**src/rtl/display_mux_4dig.sv**
```systemverilog
// Four-digit seven-segment scan driver: holds a packed BCD value, walks digits 0..3 every DIV cycles.
// Optional macro LEADING_ZERO_BLANK_EN disables anodes of leading-zero digits (digit 0 always shown).
module display_mux_4dig #(
    parameter int DIV = 50000
) (
    input  logic        clk,
    input  logic        rst,
    input  logic [15:0] num,
    input  logic        load,
    output logic [3:0]  bcd_out,
    output logic [3:0]  an,
    output logic [1:0]  dig_sel,
    output logic        frame_done
);

    localparam int CW = (DIV > 1) ? $clog2(DIV) : 1;
    localparam logic [CW-1:0] CNT_MAX = CW'(DIV - 1);

    logic [CW-1:0] cnt_q, cnt_d;
    logic [1:0]    idx_q, idx_d;
    logic [15:0]   shadow_q, shadow_d;
    logic [15:0]   pending_q, pending_d;
    logic          pend_v_q, pend_v_d;
    logic          wrap_q, wrap_d;
    logic [3:0]    bcd_q, bcd_d;
    logic [3:0]    an_q, an_d;
    logic [1:0]    dig_q, dig_d;
    logic          frame_q, frame_d;

    logic tick;
    logic frame_end;
    logic blank;

    assign tick      = (cnt_q == CNT_MAX);
    assign frame_end = tick && (idx_q == 2'd3);

`ifdef LEADING_ZERO_BLANK_EN
    // A digit is blank when it and everything to its left is zero.
    assign blank = (idx_q != 2'd0) && ((shadow_q >> {idx_q, 2'b00}) == 16'h0000);
`else
    assign blank = 1'b0;
`endif

    always_comb begin
        cnt_d     = tick ? '0 : cnt_q + 1'b1;
        idx_d     = tick ? idx_q + 2'd1 : idx_q;
        shadow_d  = shadow_q;
        pending_d = pending_q;
        pend_v_d  = pend_v_q;
        wrap_d    = frame_end;

        // Shadow only changes at the frame boundary so a scan never mixes two values.
        if (frame_end) begin
            pend_v_d = 1'b0;
            if (load) begin
                shadow_d = num;
            end else if (pend_v_q) begin
                shadow_d = pending_q;
            end
        end else if (load) begin
            pending_d = num;
            pend_v_d  = 1'b1;
        end

        dig_d   = idx_q;
        bcd_d   = shadow_q[{idx_q, 2'b00} +: 4];
        an_d    = blank ? 4'b1111 : ~(4'b0001 << idx_q);
        frame_d = wrap_q;
    end

    always_ff @(posedge clk) begin
        if (rst) begin
            cnt_q     <= '0;
            idx_q     <= 2'd0;
            shadow_q  <= 16'h0000;
            pending_q <= 16'h0000;
            pend_v_q  <= 1'b0;
            wrap_q    <= 1'b0;
            bcd_q     <= 4'h0;
            an_q      <= 4'b1111;
            dig_q     <= 2'd0;
            frame_q   <= 1'b0;
        end else begin
            cnt_q     <= cnt_d;
            idx_q     <= idx_d;
            shadow_q  <= shadow_d;
            pending_q <= pending_d;
            pend_v_q  <= pend_v_d;
            wrap_q    <= wrap_d;
            bcd_q     <= bcd_d;
            an_q      <= an_d;
            dig_q     <= dig_d;
            frame_q   <= frame_d;
        end
    end

    assign bcd_out    = bcd_q;
    assign an         = an_q;
    assign dig_sel    = dig_q;
    assign frame_done = frame_q;

endmodule

```
**config.mk**
```make
export PLATFORM = sky130hd
export DESIGN_NAME = display_mux_4dig
export DESIGN_NICKNAME = d
export VERILOG_FILES = /design/src/rtl/display_mux_4dig.sv
export SDC_FILE = /design/constraint.sdc
export NUM_CORES = 1
export LEC_CHECK = 0
export CORE_MARGIN = 2
export CORE_UTILIZATION = 40
export DETAILED_ROUTE_END_ITERATION = 8
export SETUP_SLACK_MARGIN = 0.4
export SLEW_MARGIN = 20
export SYNTH_ARGS = -nofsm -noshare
export SYNTH_HDL_FRONTEND = slang
export SYNTH_SLANG_ARGS = --single-unit
```
**constraint.sdc**
```tcl
create_clock -name clk -period 2.3 [get_ports clk]
set_clock_uncertainty 0.1 [all_clocks]
set_input_delay 0.69 -clock clk [delete_from_list [all_inputs] [get_ports clk]]
set_output_delay 0.69 -clock clk [all_outputs]
set_load 0.02 [all_outputs]
```
# Word-level counts from Yosys, hierarchy flattened
# Index checks and enable logic that the tools add are counted.
dict set report word_totals {
  input_bits 19
  wordCells 26
  reg_bits 63
  out_inout_bits 11
}
dict set report op_classes {
  n_reduce_logical 6
  mux 2
  n_eq_ne 2
  n_bitwise 2
  addsub 2
  shifts 2
}
# op count
set ops {}
lappend ops {{two-way mux 16 bit} 2}
lappend ops {{adder 16 x 1 -> 16 bit, second input constant} 1}
lappend ops {{equality test 16 bit, second input constant} 1}
lappend ops {{variable part select 16 x 5 -> 4 bit} 1}
lappend ops {{NOT 4 bit} 1}
lappend ops {{AND reduction 2 bit} 2}
lappend ops {{OR reduction 2 bit} 2}
lappend ops {{<< shifter 1 x 2 -> 4 bit, first input constant} 1}
lappend ops {{adder 2 x 1 -> 2 bit, second input constant} 1}
lappend ops {{equality test 2 bit, second input constant} 1}
lappend ops {{nonzero test 2 bit} 1}
lappend ops {{logical AND 1 bit} 1}
lappend ops {{NOT 1 bit} 1}

# Depth between registers and ports, before layout
dict set report logic_depth {
  depth_word 4
  mapped_depth 7
  depth_no_buf 5
}

# Worst setup path after synthesis
# No wires, ideal clock.
dict set report synth_path {
  path_kind {register to register}
  from {register cnt_q[0]}
  to {register shadow_q[0]}
  arrival_time_ns 2.042
  required_time_ns 2.079
  path_slack_ns 0.037
  n_path_buf 1
  path_stages_with_launch 7
  setup_ns 0.121
  period_less_slack_ns 2.263
  cell_sequence {dfxtp_1 > ha_1 > nand4_1 > or2_2 > nor4b_4 > buf_4 > mux2_2}
}
dict set report synth_via {
  elab_chain_cells 3
}
# item line_no
set synth_rtl {}
lappend synth_rtl {{start: declaration} 19} ;# logic [CW-1:0] cnt_q, cnt_d;
lappend synth_rtl {{start signal: assignment} 84} ;# cnt_q <= cnt_d;
lappend synth_rtl {{equality test 16 bit} 34} ;# assign tick = (cnt_q == CNT_MAX);
lappend synth_rtl {{logical AND 1 bit} 35} ;# assign frame_end = tick && (idx_q == 2'd3);
lappend synth_rtl {{AND reduction 2 bit (no line)} -}
lappend synth_rtl {{end signal: assignment} 86} ;# shadow_q <= shadow_d;
lappend synth_rtl {{end: declaration} 21} ;# logic [15:0] shadow_q, shadow_d;
# No other way between the ends.
# A chain may end at the register's enable or synchronous reset.

# Worst setup path after layout
dict set report layout_path {
  from {register cnt_q[1]}
  to {register shadow_q[9]}
}
# The elaborated chain is that of the path after synthesis.

==> impl_metrics.toml <==
[worst_setup_path]
critical_path_class = "reg -> reg"
reg2reg_depth = 7
worst_ep_required_time_ns = 2.44
crit_chain = "ha_4 -> nand4_1 -> or2_4 -> nor4b_4 -> buf_4 -> clkbuf_16 -> mux2_2"
reg2reg_to = "shadow_q[9]"
r2r_slack_ns = 0.34
crit_start = "cnt_q[1]"
r2r-start = "cnt_q[1]"
cp_top_family = "simple AND/OR/NAND/NOR gates"
worst_setup_endpoint = "shadow_q[9]"
arrival_time_at_the_worst_endpoint_ns = 2.09
timing.critical_path.buf_inv = 2
worst-path-max-fanout = 8
max_stage_delay_ns = 0.35
timing.critical_path.depth = 7
cp-start-kind = "flop"
critical_path.slowest_cell = "dfxtp_2"
critPathCaptureType = "flop"

[place]
io_buffers = 29
post_dp_area_mm2 = 0.00347
gp_congestion = 0.805
hpwlAfterDp_um = 3860
dpl.cell_count = 415

[finish]
layout-drive-gt1-share_pct = 33.0
diodes = 0
areaGrowthSynthToFinish_pct = 29.5
final_cells = 447
stdcell_area_mm2 = 0.00390
post_route_utilization_pct = 53.5
nets = 367
fillerInstances = 689

[route]
drc_errors = 0
routed-via-count = 2171
dr.first_iter.drc_count = 50
drt_pass1_iterations = 4
wl_per_cell_um = 13.4
drt-vias-per-instance = 4.86
wirelength_um = 6010
drt.antenna.violating_nets = 0

[synth]
async_flop_share_pct = 0
synth-main-ff-cell = "dfxtp_1"
synth_simple_gate_area_share_pct = 26.3
synth_seq_area_share_pct = 41.8
warnings_from_yosys = 0
synthAdderAreaFrac_pct = 2.07
synth_fp_nets = 318
largest_family_of_logic_cells_by_synthesized_area = "simple AND/OR/NAND/NOR gates"
synth_seq_cells = 63
synthDistinctLibCells = 39
mappedNetlistArea_mm2 = 0.00302
synth_area_per_cell_um2 = 10.3
synth_compound_area_share_pct = 1.74
synth_edf_count = 0
synth.mux.area_fraction_pct = 19.6
post_synth_xor_xnor_area_pct = 3.78
cell_count_after_synthesis = 294

[pwr]
power.total_w = 0.00225
cellLeakagePower_nw = 1.56
cell_internal_pwr_w = 0.00174
clock_power_share_pct = 41.9
vdd_ir_drop_max_mv = 0.330
netSwitchingPower_w = 0.000512
power.switching_fraction_pct = 22.8
power_frac_seq_pct = 50.0
power.combinational.fraction_pct = 8.1
power_per_cell_area_mw_per_mm2 = 576

[floorplanning]
floorplan.die.width_um = 90.8
floorplan.rows = 31
dieArea_mm2 = 0.00825
die_h_um = 90.8
initial_core_util_pct = 41.4
io_pins = 30
placeableCoreArea_mm2 = 0.00729

[global_route]
global_route_usage_over_all_layers_pct = 15.8
first_global_vias = 2145
grt_first_pass_wirelength_um = 10400
largest_net_degree_at_the_start_of_global_routing = 28
antenna_found_initial = 0
grt_overflow = 0

[cts]
clock_sinks = 63
cts_tree = "done"
clock_tree.htree_level_count = 3
cts_max_path_buffers = 2
worst_skew_pair.late_latency_ns = 0.34
cts.clk_slew.worst_paths_ns = 0.07
ctsHoldBuffers = 0
tritoncts.num_buffers = 9
cts_root_buffer = "clkbuf_8"

[sta]
slew_headroom_pct = 71.6
report.final.slew_viol_count = 0
timing.fmax_mhz = 511
final_period_minus_worst_setup_slack_ns = 1.96
worst_slew_pin_slew_ns = 0.426
setup_viol = 0
final_min_period_over_clock_period_pct = 85.1
grt_setup_unrepaired = "yes"
final-hold-violation-count = 0

[outcome]
status = "completed"

[worst_hold_path]
timing.hold.worst.class = "reg -> reg"

[run]
max_cap_viol_count = 0
synth_stat cells (all sizes together) (3+ instances only):
cell type / n / area share [%]
a21oi: 3 / 0.50
and3: 3 / 0.62
buf: 6 / 2.3
clkbuf: 12 / 1.5
dfxtp: 63 / 42
ha: 5 / 2.1
inv: 5 / 0.62
mux2: 16 / 6.0
mux2i: 32 / 11
mux4: 4 / 3.0
nand2: 4 / 0.50
nand2b: 16 / 3.3
nand3: 9 / 1.5
nand4: 4 / 0.83
nor2: 36 / 4.5
nor2b: 21 / 4.4
nor4: 4 / 1.3
or2b: 20 / 5.8
xnor2: 8 / 2.3
xor2: 5 / 1.5
through the flow:
stage / hold slack [ns] / worst slack [ns] / setup TNS, ns
3_3_place_gp: 0.326 / -0.0735 / -2.21
2_1_floorplan: 0.314 / 0.276 / 0
3_5_place_dp: 0.323 / -0.129 / -2.81
5_1_grt: 0.368 / 0.287 / 0
4_1_cts: 0.353 / 0.331 / 0
6_report: 0.344 / 0.343 / 0
worst register-to-register path: stages (launching register included):
cell,delay (ns)
dfxtp_2,0.35
ha_4,0.13
nand4_1,0.12
or2_4,0.28
nor4b_4,0.23
buf_4,0.16
clkbuf_16,0.15
mux2_2,0.33
placed cells by master, fill, tap and decap left out, types with 8 or more instances in the layout:
cell type / netlist / layout
clkbuf_8: 0 / 10
nor2_2: 0 / 8
buf_4: 2 / 21
nand2b_1: 16 / 16
clkdlybuf4s50_1: 0 / 16
nor2_1: 36 / 27
mux2_4: 0 / 9
mux2i_1: 32 / 32
dfxtp_1: 63 / 52
nor2b_1: 21 / 21
dlygate4sd2_1: 0 / 12
or2b_2: 19 / 19
nand3_1: 9 / 8
xnor2_1: 8 / 8
power by group through the flow:
stage	Sequential [W]	Combinational, W	Clock (W)
after detailed placement	0.00115	0.000177	0
after CTS	0.00113	0.000185	0.000974
after floorplan	0.00115	0.000120	0
final	0.00112	0.000183	0.000942
after global routing	0.00113	0.000199	0.00102
after global placement	0.00115	0.000174	0
worst min-delay path by stage:
stage	start	to	slack, ns	cells past startpoint
4_1_cts	frame_d	frame_done	0.35	1
6_report	frame_d	frame_done	0.34	1
3_5_place_dp	frame_d	frame_done	0.32	1
2_1_floorplan	frame_d	frame_done	0.31	1
5_1_grt	frame_d	frame_done	0.37	1
3_3_place_gp	cnt_q[0]	cnt_q[0]	0.33	1
registers in the layout, summed over array words and instances, names as in the netlist:
name and cells:
dig_sel 2, frame_done 1, pending_q 16, pend_v_q 1, an 4, dig_d 2
bcd_out 4, cnt_q 16, frame_d 1, shadow_q 16
cell type report:
| class | count | area [um2] | share of cell area [%] |
|---|---|---|---|
| Sequential cell | 63 | 1280 | 32.9 |
| Timing Repair Buffer | 56 | 544 | 13.9 |
| Multi-Input combinational cell | 208 | 1740 | 44.6 |
| Inverter | 5 | 18.8 | 0.481 |
| Tap cell | 99 | 124 | 3.17 |
| Clock buffer | 12 | 145 | 3.72 |
| Clock inverter | 4 | 45.0 | 1.15 |
cell families (layout without fill, tap and decap cells):
kind of cell / count (synthesis) / in the layout
simple gates: 129 / 130
flops: 63 / 63
mux: 52 / 52
buf+inv: 24 / 77
xor+xnor: 13 / 13
compound gates: 8 / 8
fa+ha+maj: 5 / 5
layer usage:
layer  global-route usage (%)  share of wire (%)
met1                     20.2                 47
met2                     25.1                 47
met3                     5.09                3.8
met4                     5.43                1.5
met5                        0                  0
timing repair:
| item | in CTS | in global routing |
|---|---|---|
| cloned | 2 | 0 |
| hold endpoints to repair | 0 | 0 |
| gates resized for setup | 33 | 20 |
| endpoints found under the setup margin | 59 | 51 |
| setup buffers | 12 | 2 |
| pin swaps | 4 | 11 |
Power figures use the tool's default switching activity.
